**src/rtl/stopwatch_pkg.sv**
```systemverilog
// rtl/stopwatch_pkg.sv - shared encodings and helpers for the stopwatch core
package stopwatch_pkg;

   typedef logic [7:0] bcd2_t;

   localparam logic [1:0] ST_IDLE    = 2'd0;
   localparam logic [1:0] ST_RUN     = 2'd1;
   localparam logic [1:0] ST_ADJUST  = 2'd2;
   localparam logic [1:0] ST_EXPIRED = 2'd3;

   localparam int FIELD_MAX = 59;

   localparam logic [3:0] BCD_ZERO = 4'd0;
   localparam logic [3:0] BCD_NINE = 4'd9;

   function automatic int sel_width(input int n);
      return (n > 1) ? $clog2(n) : 1;
   endfunction

endpackage

```
**src/rtl/stopwatch_core_n_bcd_field.sv**
```systemverilog
// rtl/stopwatch_core_n_bcd_field.sv - one two-digit BCD field with wrap at MAX
module bcd_field
   import stopwatch_pkg::*;
#(
   parameter int MAX = FIELD_MAX
) (
   input  logic       clk,
   input  logic       rst_n,
   input  logic       inc,
   input  logic       dec,
   input  logic       clear,
   output bcd2_t      value,
   output logic       carry,
   output logic       borrow
);

   localparam logic [3:0] MAX_TENS = 4'(MAX / 10);
   localparam logic [3:0] MAX_ONES = 4'(MAX % 10);

   logic [3:0] tens;
   logic [3:0] ones;

   assign value  = {tens, ones};
   // Flags depend on state only, so the top can chain them without a comb loop.
   assign carry  = (tens == MAX_TENS) && (ones == MAX_ONES);
   assign borrow = (tens == BCD_ZERO) && (ones == BCD_ZERO);

   always_ff @(posedge clk or negedge rst_n) begin
      if (!rst_n) begin
         tens <= BCD_ZERO;
         ones <= BCD_ZERO;
      end else if (clear) begin
         tens <= BCD_ZERO;
         ones <= BCD_ZERO;
      end else if (inc) begin
         if (carry) begin
            tens <= BCD_ZERO;
            ones <= BCD_ZERO;
         end else if (ones == BCD_NINE) begin
            tens <= tens + 4'd1;
            ones <= BCD_ZERO;
         end else begin
            ones <= ones + 4'd1;
         end
      end else if (dec) begin
         if (borrow) begin
            tens <= MAX_TENS;
            ones <= MAX_ONES;
         end else if (ones == BCD_ZERO) begin
            tens <= tens - 4'd1;
            ones <= BCD_NINE;
         end else begin
            ones <= ones - 4'd1;
         end
      end
   end

endmodule

```
**src/rtl/stopwatch_core_n.sv**
```systemverilog
// rtl/stopwatch_core_n.sv - N-field BCD stopwatch/timer with adjust and lap freeze
module stopwatch_core_n
   import stopwatch_pkg::*;
#(
   parameter int NUM_FIELDS = 2,
   parameter int TOP_MAX    = 59,
   parameter int SEL_W      = sel_width(NUM_FIELDS)
) (
   input  logic                    clk_100mhz,
   input  logic                    rst_n,
   input  logic                    tick_cnt,
   input  logic                    tick_adj,
   input  logic                    clr,
   input  logic                    start_stop,
   input  logic                    count_down,
   input  logic                    adj_en,
   input  logic [SEL_W-1:0]        adj_sel,
   input  logic                    adj_step,
   input  logic                    adj_hold,
   input  logic                    lap,
   output logic [8*NUM_FIELDS-1:0] digits,
   output logic                    running,
   output logic                    adj_active,
   output logic                    lap_frozen,
   output logic                    expired
);

   localparam int CW = 8 * NUM_FIELDS;

   logic [1:0]            state;
   logic [1:0]            state_nxt;
   logic [CW-1:0]         count;
   logic [CW-1:0]         snapshot;
   logic                  frozen;
   logic [NUM_FIELDS-1:0] f_inc;
   logic [NUM_FIELDS-1:0] f_dec;
   logic [NUM_FIELDS-1:0] f_carry;
   logic [NUM_FIELDS-1:0] f_borrow;
   logic                  normal;
   logic                  cnt_up;
   logic                  cnt_dn;
   logic                  adj_inc;
   logic                  is_zero;
   logic                  is_one;

   assign normal  = !clr && !adj_en;
   assign cnt_up  = normal && (state == ST_RUN) && tick_cnt && !count_down;
   assign cnt_dn  = normal && (state == ST_RUN) && tick_cnt && count_down;
   assign adj_inc = !clr && adj_en && (state == ST_ADJUST) &&
                    (adj_step || (tick_adj && adj_hold));
   assign is_zero = (count == '0);
   assign is_one  = (count == CW'(1));

   // Count carries ripple through all fields; adjust hits only the selected one.
   always_comb begin
      logic up;
      logic dn;
      up    = cnt_up;
      dn    = cnt_dn;
      f_inc = '0;
      f_dec = '0;
      for (int i = 0; i < NUM_FIELDS; i++) begin
         f_inc[i] = up || (adj_inc && (int'(adj_sel) == i));
         f_dec[i] = dn;
         up       = up && f_carry[i];
         dn       = dn && f_borrow[i];
      end
   end

   for (genvar i = 0; i < NUM_FIELDS; i++) begin : g_field
      localparam int FMAX = (i == NUM_FIELDS - 1) ? TOP_MAX : FIELD_MAX;
      bcd_field #(.MAX(FMAX)) u_field (
         .clk    (clk_100mhz),
         .rst_n  (rst_n),
         .inc    (f_inc[i]),
         .dec    (f_dec[i]),
         .clear  (clr),
         .value  (count[8*i +: 8]),
         .carry  (f_carry[i]),
         .borrow (f_borrow[i])
      );
   end

   always_comb begin
      state_nxt = state;
      if (clr) begin
         state_nxt = adj_en ? ST_ADJUST : ST_IDLE;
      end else if (adj_en) begin
         state_nxt = ST_ADJUST;
      end else begin
         case (state)
            ST_IDLE:    if (start_stop && !(count_down && is_zero)) state_nxt = ST_RUN;
            ST_RUN:     if (start_stop)            state_nxt = ST_IDLE;
                        else if (cnt_dn && is_one) state_nxt = ST_EXPIRED;
            ST_ADJUST:  state_nxt = ST_IDLE;
            ST_EXPIRED: if (start_stop) state_nxt = ST_IDLE;
            default:    state_nxt = ST_IDLE;
         endcase
      end
   end

   always_ff @(posedge clk_100mhz or negedge rst_n) begin
      if (!rst_n) begin
         state    <= ST_IDLE;
         frozen   <= 1'b0;
         snapshot <= '0;
      end else begin
         state <= state_nxt;
         if (!normal) begin
            frozen <= 1'b0;
         end else if (lap) begin
            if (frozen) begin
               frozen <= 1'b0;
            end else if (state == ST_RUN) begin
               frozen   <= 1'b1;
               snapshot <= count;
            end
         end
      end
   end

   assign digits     = frozen ? snapshot : count;
   assign lap_frozen = frozen;
   assign running    = (state == ST_RUN);
   assign adj_active = (state == ST_ADJUST);
   assign expired    = (state == ST_EXPIRED);

endmodule

```
**config.mk**
```make
export PLATFORM = sky130hd
export DESIGN_NAME = stopwatch_core_n
export DESIGN_NICKNAME = d
export VERILOG_FILES = /design/src/rtl/stopwatch_pkg.sv /design/src/rtl/stopwatch_core_n_bcd_field.sv /design/src/rtl/stopwatch_core_n.sv
export SDC_FILE = /design/constraint.sdc
export NUM_CORES = 1
export LEC_CHECK = 0
export ABC_AREA = 1
export CORE_ASPECT_RATIO = 0.8
export CORE_MARGIN = 5
export CORE_UTILIZATION = 35
export CTS_BUF_LIST = sky130_fd_sc_hd__clkbuf_16
export CTS_CLUSTER_DIAMETER = 30
export DETAILED_ROUTE_END_ITERATION = 10
export PLACE_DENSITY = 0.58
export SLEW_MARGIN = 10
export SYNTH_ARGS = -nofsm -noshare
export SYNTH_HDL_FRONTEND = slang
export SYNTH_SLANG_ARGS = --single-unit
```
**constraint.sdc**
```tcl
create_clock -name clk_100mhz -period 1.8 [get_ports clk_100mhz]
set_input_delay 0.36 -clock clk_100mhz [delete_from_list [all_inputs] [get_ports clk_100mhz]]
set_output_delay 0.36 -clock clk_100mhz [all_outputs]
set_load 0.01 [all_outputs]
```
* Word-level counts from Yosys, hierarchy flattened *
Cells that the tools add are included.

cells by class
  $add $sub $neg = 8
  equality and inequality tests = 14
  multiplexer cells = 41
  bitwise operators = 2
  reduce and logical (&&, ||, !) cells = 41

operators with widths
  cell                                                                     count
  4-bit 2-to-1 mux                                                         28
  1-bit logical AND                                                        20
  4-bit by 1-bit adder with 4-bit output, second input constant            4
  16-bit by 1-bit == test with 1-bit output, second input constant         1
  16-bit zero test                                                         1
  4-bit zero test                                                          4
  16-bit 2-to-1 mux                                                        1
  4-bit inequality test, second input constant                             4
  4-bit by 1-bit subtractor with 4-bit output, second input constant       4
  2-bit 2-to-1 mux                                                         7
  3-bit AND reduction                                                      3
  4-bit by 3-bit == test with 1-bit output, second input constant          2
  4-bit == test, second input constant                                     2
  2-bit case mux with 4 select lines                                       1
  4-bit nonzero test                                                       2
  3-bit nonzero test                                                       2
  5-bit by 4-bit inequality test with 1-bit output, second input constant  1
  2-bit == test, second input constant                                     2
  1-bit zero test                                                          4
  1-bit 2-to-1 mux                                                         4
  4-bit AND reduction                                                      1
  1-bit logical OR                                                         3
  2-bit by 1-bit == test with 1-bit output, second input constant          1
  2-bit zero test                                                          1
  other kinds (2)                                                          3

word-level totals
  bits in registers = 35
  input port bits = 12
  output and inout port bits = 20
  word-level logic and storage cells = 113

* Logic depth before layout (Yosys ltp) *
  depth after elaboration = 11
  depth in mapped cells = 12
  gate-level depth less buffers = 12

* Cells and area by module *
From an unflattened synthesis, not the netlist that was laid out.

unflattened totals
  cell total of the unflattened synthesis = 389
  area, all modules = 2783.9 um^2

by module, submodules not included
  module            times used  cells an instance  area each (um^2)  seq. area each (um^2)
  bcd_field         2           114                784.5             200.2
  stopwatch_core_n  1           161                1214.9            475.5

* Least setup slack after synthesis *
Ideal clock, no wire load.

  path type = register to register
  from = reg g_field[1].u_field.ones[0]
  to = reg state[0]
  setup time = 0.120 ns
  arrival time = 1.465 ns
  data required time = 1.680 ns
  slack = 0.215 ns
  cell stages (with the launch flop) = 10
  path buffers = 0
  period minus slack after synthesis = 1.585 ns
  cells stage by stage = dfrtp_1 inv_1 ha_1 nand3_1 nor2_1 nand3_1 nand2_1 nand3_1 o21ai_0 inv_1

on the way
  cells in the longest elaborated chain, start to end = 6
  elaborated cells on any way between the ends = 9
  those cells by class = eq/ne (3); reduce/logical (6)

RTL lines
  item                             RTL line                          source
  from (decl)                      stopwatch_core_n_bcd_field.sv:21  logic [3:0] ones;
  from (signal assigned)           stopwatch_core_n_bcd_field.sv:43  ones <= ones + 4'd1;
  from (signal assigned)           stopwatch_core_n_bcd_field.sv:53  ones <= ones - 4'd1;
  16-bit zero test                 stopwatch_core_n.sv:51            assign is_zero = (count == '0);
  1-bit logical AND                stopwatch_core_n.sv:92            ST_IDLE: if (start_stop && !(count_down && is_zero)) state_nxt = ST_RUN;
  1-bit zero test                  stopwatch_core_n.sv:92
  1-bit logical AND                stopwatch_core_n.sv:92
  4-bit inequality test (no line)  --
  3-bit AND reduction (no line) *  --
  to (signal assigned)             stopwatch_core_n.sv:108           state <= state_nxt;
  to (decl)                        stopwatch_core_n.sv:30            logic [1:0] state;

Mark *: on every way between the ends. The rest lies on a longest branch, timed or not.
A chain may end at the register's enable or synchronous reset.

* Worst setup path in the final report *
  from = reg frozen, in the netlist lap_frozen
  to = out digits[6]

on the way
  cells in the longest elaborated chain, start to end = 1

RTL lines
  item                    RTL line                 source
  from (decl)             stopwatch_core_n.sv:34   logic frozen;
  from (signal assigned)  stopwatch_core_n.sv:105  frozen <= 1'b0;
  from (signal assigned)  stopwatch_core_n.sv:110  frozen <= 1'b0;
  from (signal assigned)  stopwatch_core_n.sv:113  frozen <= 1'b0;
  16-bit 2-to-1 mux       stopwatch_core_n.sv:122  assign digits = frozen ? snapshot : count;
  to (decl)               stopwatch_core_n.sv:21   output logic [8*NUM_FIELDS-1:0] digits,

Every way passes these cells.

==> impl_metrics.env <==
export IMPL_worstSetupPathType="reg2out"
export IMPL_ys_flop_type="dfrtp_1"
export IMPL_slew_viol_final=0
export IMPL_ys_types=28
export IMPL_reg2reg_depth=11
export IMPL_cts_sinks=35
export IMPL_die_height_um=85
export IMPL_r2r_slack_ns=0.15
export IMPL_wl_per_cell_um=12.8
export IMPL_startpoint_type="flop"
export IMPL_area_delta_synth_final_pct=36.1
export IMPL_leakagePower_nw=1.73
export IMPL_finalWirelength_um=6470
export IMPL_crit_start="lap_frozen$_DFFE_PN0P_"
export IMPL_io_buffers=31
export IMPL_drc_errors=0
export IMPL_first_pass_iters=5
export IMPL_routabilityCongestion=0.876
export IMPL_vias_per_cell=4.89
export IMPL_netlist_top_cells_area="dfrtp_1 (36%), nand2_1 (14%), o21ai_0 (11%), nand3_1 (6.5%), inv_1 (5.9%)"
export IMPL_cap_violations=0
export IMPL_ys_seq_area_share_pct=35.6
export IMPL_power_density_nw_per_um2=950
export IMPL_slowest_stage="dfrtp_1"
export IMPL_antenna_cells=0
export IMPL_hpwl_um=4780
export IMPL_ys_ff_latch=35
export IMPL_grt_max_degree=36
export IMPL_worst_path_largest_cell_delay_ns=0.39
export IMPL_start_util_pct=35.9
export IMPL_run_status="complete, no violations"
export IMPL_syn_cell_area_um2=2460
export IMPL_final_hold_viol_count=0
export IMPL_grt_pass1_vias=2278
export IMPL_cts_tree="yes"
export IMPL_drive_above_1_share_pct=20.3
export IMPL_boundaryPins=32
export IMPL_cp_max_fo=34
export IMPL_synth_top_area_cell="dfrtp_1"
export IMPL_grt_pass1_wl_um=11000
export IMPL_fin_hold_ws_ns=0.482
export IMPL_hp_class="reg2reg"
export IMPL_finalCritPeriodShare_pct=96.3
export IMPL_detail_route_iter0_violations=148
export IMPL_endpoint_kind="primary output"
export IMPL_power_total_w=0.00318
export IMPL_period_minus_slack_ns=1.73
export IMPL_max_freq_mhz=577
export IMPL_async_flop_share_pct=100
export IMPL_clock_path_buffers=2
export IMPL_core_um2=6860
export IMPL_cts_buffers=5
export IMPL_endpoint="digits[6]"
export IMPL_synth_commonest_cells="nand2_1 (89), o21ai_0 (52), inv_1 (39), dfrtp_1 (35), nand3_1 (32)"
export IMPL_die_x_um=104
export IMPL_critPathArrivalTime_ns=1.37
export IMPL_timing_rr_start="g_field[0].u_field.tens[1]$_DFFE_PN0P_"
export IMPL_dr_total_vias=2467
export IMPL_yosysMostFrequentCell="nand2_1"
export IMPL_required_ns=1.44
export IMPL_worstSkewPairLatency_ns=0.28
export IMPL_relSlewSlack_pct=68.4
export IMPL_setup_slack_ns=0.0670
export IMPL_grt_usage_pct=15.0
export IMPL_path_cells="buf_12 > o21ai_0 > dlygate4sd2_1"
export IMPL_drtAntennaViolNets=0
export IMPL_clkSlewWorstSetupHoldPaths_ns=0.05
export IMPL_synth_nets=369
export IMPL_num_rows=27
export IMPL_finalSetupViolations=0
export IMPL_fin_nets=439
export IMPL_synth_warning_count=0
export IMPL_timing_rr_end="g_field[1].u_field.ones[3]$_DFFE_PN0P_"
export IMPL_synth_edff_count=0
export IMPL_overflow=0
export IMPL_dieArea_um2=8820
export IMPL_worst_slew_pin_transition_ns=0.475
export IMPL_synthDominantCellAreaShare_pct=35.6
export IMPL_syn_inst=347
export IMPL_place_ws_ns=-0.236
export IMPL_peakVddDrop_mv=0.401
export IMPL_nFillCells=688
export IMPL_fin_skew_ns=0.00693
export IMPL_antenna_found_initial=0
export IMPL_htree_num_levels=2
export IMPL_syn_avg_cell_area_um2=7.09
export IMPL_cts_root_buf="clkbuf_16"
==> per-layer routing <==
layer	wire length (um)	up-vias	track usage, %
met2	2690	52	21.9
met4	58	0	3.65
met5	0	-	0
met1	3380	1128	21.7
met3	342	7	4.26
li1	-	1280	-
==> worst max-delay path: cells and delay by family, from the launching register on <==
family,cells,cell delay (ns)
buffers and inverters,2,0.48
AOI/OAI and AO/OA,1,0.22
DFF,1,0.39
==> state kept, by name, indices dropped and copies added (netlist names) <==
name	cells
lap_frozen	1
g_field.u_field.ones	8
g_field.u_field.tens	8
state	2
snapshot	16
==> where the power goes <==
group	total, W	switching, W	internal (W)
clock network	0.00101	0.000353	0.000653
registers	0.000978	0.0000856	0.000893
logic	0.00120	0.000678	0.000522
==> what timing repair did <==
| item | in CTS | in global routing |
|---|---|---|
| resized for setup | 21 | 14 |
| hold buffers | 0 | 0 |
| endpoints found under the setup margin | 19 | 13 |
| cloned | 0 | 1 |
| setup buffers | 1 | 5 |
| pin swaps | 0 | 3 |
==> cell usage in the layout, fill, tap and decap left out, types with 2 or more instances in the layout <==
master / n
inv_1: 34
nand2_2: 6
nor3_1: 2
nand2_4: 3
nand3_1: 32
nand2_1: 88
nand4_2: 2
buf_4: 38
xnor2_1: 4
nand4_1: 10
nor2_2: 5
dlymetal6s2s_1: 2
dfrtp_1: 31
inv_2: 8
ha_1: 10
xor2_1: 5
dlygate4sd2_1: 18
o21ai_1: 4
clkdlybuf4s50_1: 11
a21oi_1: 7
o211ai_1: 2
clkbuf_16: 5
dfrtp_2: 4
o21ai_0: 52
nor2_1: 18
nand3_2: 4
buf_12: 2
nor2_4: 3
==> stage by stage <==
stage               util (%)  TNS [ns]  cells  area, um^2
detailed placement      45.4     -2.51    490        3110
global route            48.9  -0.00954    505        3350
CTS                     47.7         0    499        3270
floorplan                  -         0    347        2460
finish                  48.9         0    505        3350
global placement        45.4     -1.82    490        3110
==> layout make-up <==
| cell class | count | area, um^2 | share of cell area [%] |
|---|---|---|---|
| multi-input combinational | 262 | 1420 | 42.3 |
| timing repair buffer | 71 | 618 | 18.4 |
| clock inverter | 3 | 43.8 | 1.31 |
| tap | 87 | 109 | 3.25 |
| sequential | 35 | 881 | 26.3 |
| clock buffer | 5 | 125 | 3.73 |
| inverter | 42 | 158 | 4.71 |
==> cells by family after synthesis <==
logic type	count (synthesis)	synth area share [%]
buffers and inverters	51	7.93
adder cells (fa/ha/maj)	10	5.08
AND/OR/NAND/NOR	174	33.8
AO/OA/AOI/OAI	68	14.4
flip-flops	35	35.6
XOR/XNOR	9	3.20
==> how the worst min path moves through the flow <==
stage / from / endpoint / slack [ns] / depth (start not counted)
after floorplan: rst_n / g_field[0].u_field.ones[0]$_DFFE_PN0P_ / 0.06 / 0
after global placement: snapshot[15]$_DFFE_PN0P_ / snapshot[15]$_DFFE_PN0P_ / 0.47 / 2
after detailed placement: snapshot[12]$_DFFE_PN0P_ / snapshot[12]$_DFFE_PN0P_ / 0.47 / 2
after CTS: snapshot[12]$_DFFE_PN0P_ / snapshot[12]$_DFFE_PN0P_ / 0.49 / 2
after global routing: snapshot[6]$_DFFE_PN0P_ / snapshot[6]$_DFFE_PN0P_ / 0.51 / 2
final: snapshot[15]$_DFFE_PN0P_ / snapshot[15]$_DFFE_PN0P_ / 0.48 / 2
No activity file was read; power rests on OpenSTA's default activity.
==> variant 1, RTL diff (same settings) <==
Set the parameter `NUM_FIELDS` to 4 (it was 2).
--- a/src/rtl/stopwatch_core_n.sv
+++ b/src/rtl/stopwatch_core_n.sv
@@ -2,7 +2,7 @@
 module stopwatch_core_n
    import stopwatch_pkg::*;
 #(
-   parameter int NUM_FIELDS = 2,
+   parameter int NUM_FIELDS = 4,
    parameter int TOP_MAX    = 59,
    parameter int SEL_W      = sel_width(NUM_FIELDS)
 ) (
Interface: changed (resized adj_sel and digits); port bits go from 32 to 49. The function was not compared with the original's and may differ.
==> variant 1 against the unedited design <==
Non-clock buffer count up 91; synthesized area up 87%; the run now ends with setup timing left; design area up 98%; synthesized cell count up 84%; highest routed layer unchanged; register-to-register slack worse by 0.18 ns; largest power group is now registers; routed wire length up 100%; hold slack worse by 0.43 ns; sequential cell count up 32; critical path type is now register to register; worst setup slack worse by 0.10 ns; total power up 55%; first-iteration DRC count up 82%.
==> variant 1: results (changes against the unedited design) <==
[run_status]
status = finished, violations left  ; was completed
violations = setup timing

[routing]
wl_um = 12900  ; was 6470 um
post_drt_via_cell_ratio = 4.86  ; was 4.89
firstDrtPassIters = 4  ; was 5
drt_iter0_drc = 270  ; was 148

[power_and_ir_drop]
clockPowerShare = 0.313  ; was 0.316
internal_power_mw = 3.29  ; was 2.07 mW
p_seq_mw = 1.74  ; was 978 uW
total_leakage_power_nw = 3.21  ; was 1.73 nW
ir_worst_vdd_mv = 0.463  ; was 0.401 mV

[sta]
tightest_slew_ns = 0.381  ; was 0.475 ns
skew_ns = 0.00800  ; was 0.00693 ns
finalSetupViolCount = 11  ; was 0
tns_ns = -0.123  ; was 0 ns
worst_slack_ns = -0.0331  ; was 0.0670 ns

[logic_synthesis]
yosysUniqueCellTypes = 38  ; was 28
synth_seq_area_share = 0.365  ; was 0.356
synth_common_cells = nand2_1, o21ai_0, dfrtp_1, inv_1, nand3_1  ; was nand2_1, o21ai_0, inv_1, dfrtp_1, nand3_1
synth_top_cells_by_area = dfrtp_1, nand2_1, o21ai_0  ; unchanged
syn_nets = 669  ; was 369

[clock_tree]
clock-root-buffer = clkbuf_16  ; unchanged
cts.path.max_buffers = 2  ; unchanged
htreeDepth = 3  ; was 2
cts_buffers = 9  ; was 5
clk_latency_ns = 0.34  ; was 0.28 ns

[placement]
portBuffers = 48  ; was 31
dp_hpwl_um = 9310  ; was 4780 um
place.gp.congestion = 0.892  ; was 0.876

[layout]
reg_top3 = snapshot x32, g_field.u_field.ones x16, g_field.u_field.tens x16  ; was snapshot x16, g_field.u_field.ones x8, g_field.u_field.tens x8
drive_gt1_frac = 0.327  ; was 0.203
fillCellCount = 1266  ; was 688
fin_nets = 819  ; was 439

[worst_setup_path]
worstPathMaxFanout = 5  ; was 34
crit_path_start = state[1]  ; was lap_frozen
rr_worst_depth = 12  ; was 11
critPathArrivalTime_ns = 2.11  ; was 1.37 ns
max_stage_delay_ns = 0.45  ; was 0.39 ns
critPathSlowestCell = dfrtp_2  ; was dfrtp_1
critical-path-top-delay-family = simple AND/OR/NAND/NOR gates  ; was buffers and inverters

[grt]
grt_pass1_wl_um = 21100  ; was 11000 um
grt_pass1_vias = 4429  ; was 2278
antenna_found_initial = 0  ; unchanged
grt_max_degree = 68  ; was 36
grt_use_total = 0.162  ; was 0.150

[hold_path]
hold_class = input pin to async pin  ; was register to register

-- variant 1: cells by family (layout without fill, tap and decap cells) --
logic type	count (synthesis)	after routing	synth area share
AO/OA/AOI/OAI	134	134	0.154
AND/OR/NAND/NOR	301	301	0.304
flip-flops	67	67	0.365
buffers and inverters	93	248	0.0809
XOR/XNOR	23	23	0.0439
adder cells (fa/ha/maj)	19	19	0.0518
-- variant 1: worst paths after layout --
path                                                    to  slack (ns)
worst max-delay path            g_field[3].u_field.tens[3]       -0.03
worst min-delay path                           snapshot[5]        0.05
worst max register to register  g_field[3].u_field.tens[3]       -0.03
worst min register to register                snapshot[21]        0.48
max in group asynchronous                       lap_frozen        1.45
min in group clk_100mhz                       snapshot[21]        0.48
-- variant 1: area by class of cell --
| class | count | share of cell area |
|---|---|---|
| Clock buffer | 9 | 0.0339 |
| Timing Repair Buffer | 162 | 0.201 |
| Inverter | 70 | 0.0403 |
| Clock inverter | 7 | 0.00415 |
| Multi-Input combinational cell | 477 | 0.435 |
| Sequential cell | 67 | 0.253 |
| Tap cell | 175 | 0.0330 |
-- variant 1: metrics by stage --
step	setup slack [ns]	total power, mW	area [um2]	instances	util
after detailed placement	-0.436	3.19	5880	923	0.457
after CTS	-0.000478	4.74	6230	949	0.484
final	-0.0331	4.93	6640	967	0.516
after global routing	-0.134	5.25	6640	967	0.516
after global placement	-0.336	3.18	5880	923	0.457
after floorplan	0.00492	2.54	4600	637	-
-- variant 1: layer usage --
metal	wire, um	up-vias	track usage
li1	-	2383	-
met1	6120	2205	0.218
met2	6010	100	0.257
met3	628	16	0.0417
met4	183	0	0.0507
met5	0	-	0
-- variant 1: timing repair --
action,4_1_cts,5_1_grt
setup endpoints to repair,64,62
setup buffers,10,18
pin swaps,15,36
gates resized for setup,82,144
==> variant 2, RTL diff (config.mk and constraints unchanged) <==
Made on the original files. Make the reset (`rst_n`) synchronous in 2 clocked blocks.
--- a/src/rtl/stopwatch_core_n_bcd_field.sv
+++ b/src/rtl/stopwatch_core_n_bcd_field.sv
@@ -25,7 +25,7 @@
    assign carry  = (tens == MAX_TENS) && (ones == MAX_ONES);
    assign borrow = (tens == BCD_ZERO) && (ones == BCD_ZERO);
 
-   always_ff @(posedge clk or negedge rst_n) begin
+   always_ff @(posedge clk) begin
       if (!rst_n) begin
          tens <= BCD_ZERO;
          ones <= BCD_ZERO;
--- a/src/rtl/stopwatch_core_n.sv
+++ b/src/rtl/stopwatch_core_n.sv
@@ -99,7 +99,7 @@
       end
    end
 
-   always_ff @(posedge clk_100mhz or negedge rst_n) begin
+   always_ff @(posedge clk_100mhz) begin
       if (!rst_n) begin
          state    <= ST_IDLE;
          frozen   <= 1'b0;
Check against the original RTL: differs if rst_n is asserted again (counterexample within 4 cycles, from zero or initial values and one cycle with rst_n low); with rst_n held inactive, the same outputs for 4 cycles.
==> variant 2 against the unedited design <==
Design area shrank 3.5%; synthesized area down 1.8%; sequential cell count is the same; via count down 3.2%; worst setup slack improved by 0.035 ns; routed wire length down 7.8%; global-route usage decreased by 0.37 points; largest cell class unchanged.
Power is not compared: it rests on default switching activity, and its combinational part moved more than twofold at a synthesized area within 25%.
==> variant 2: results (changes against the unedited design) <==
[run_status]
status = completed  ; unchanged

[grt]
grt_use_total = 0.146  ; was 0.150
grt_pass1_wl_um = 10300  ; was 11000 um
grt_max_degree = 34  ; was 36

[worst_setup_path]
r2r-start = g_field[0].u_field.ones[1]  ; was g_field[0].u_field.tens[1]
endpoint = expired  ; was digits[6]
crit_path_start = state[0]  ; was lap_frozen
critPathArrivalTime_ns = 1.34  ; was 1.37 ns

[layout]
finalNonFillerCells = 518  ; was 505
buffer_area_frac = 0.186  ; was 0.184
fillCellCount = 684  ; was 688
inv_count = 61  ; was 42
multi_input_cells = 259  ; was 262
regArea_um2 = 704  ; was 881 um2
drive_gt1_frac = 0.197  ; was 0.203
nFlopsAndLatches = 35  ; unchanged
fin_nets = 451  ; was 439

[sta]
period_needed_ns = 1.70  ; was 1.73 ns
relSlewSlack = 0.810  ; was 0.684
whs_ns = 0.441  ; was 0.482 ns

[clock_tree]
post_cts_buffers = 0  ; was 1
cts_resized = 20  ; was 21

[placement]
place.gp.congestion = 0.910  ; was 0.876
dpl.cell_count = 508  ; was 490
placedInstanceArea_um2 = 3060  ; was 3110 um2

[logic_synthesis]
yosysUniqueCellTypes = 31  ; was 28
synth-xor-area-share = 0.0399  ; was 0.0320
synth_seq_area_share = 0.290  ; was 0.356
synth-async-reset-ratio = 0  ; was 1.00
syn_nets = 387  ; was 369
synth_common_cells = nand2_1, o21ai_0, inv_1, nor2_1, dfxtp_1  ; was nand2_1, o21ai_0, inv_1, dfrtp_1, nand3_1

[routing]
drt_iter0_drc = 106  ; was 148
firstDrtPassIters = 4  ; was 5
vias = 2389  ; was 2467

[floorplanning]
dieArea_um2 = 8680  ; was 8820 um2

variant 2: cell count changes after synthesis, moves of 4 or more:
cell / delta
dfrtp_1: -35
dfxtp_1: +35
nand2_1: -24
nor2_1: +17
a21oi_1: +16
inv_1: +11
nand4_1: -9
inv_2: +7
nand3_4: +5
nand3_1: -4
o21ai_1: -4
variant 2: critical path: cells and delay by family (launching register included):
family	cells	cell delay, ns
and+or+nand+nor	1	0.07
buffers and inverters	2	0.58
DFF	1	0.40
variant 2: per-layer routing:
| layer | vias to the layer above | part of all wire | track usage |
|---|---|---|---|
| met2 | 41 | 0.41 | 0.201 |
| met1 | 1038 | 0.54 | 0.220 |
| met5 | - | 0 | 0 |
| met4 | 0 | 0.011 | 0.0529 |
| met3 | 5 | 0.045 | 0.0316 |
| li1 | 1305 | - | - |
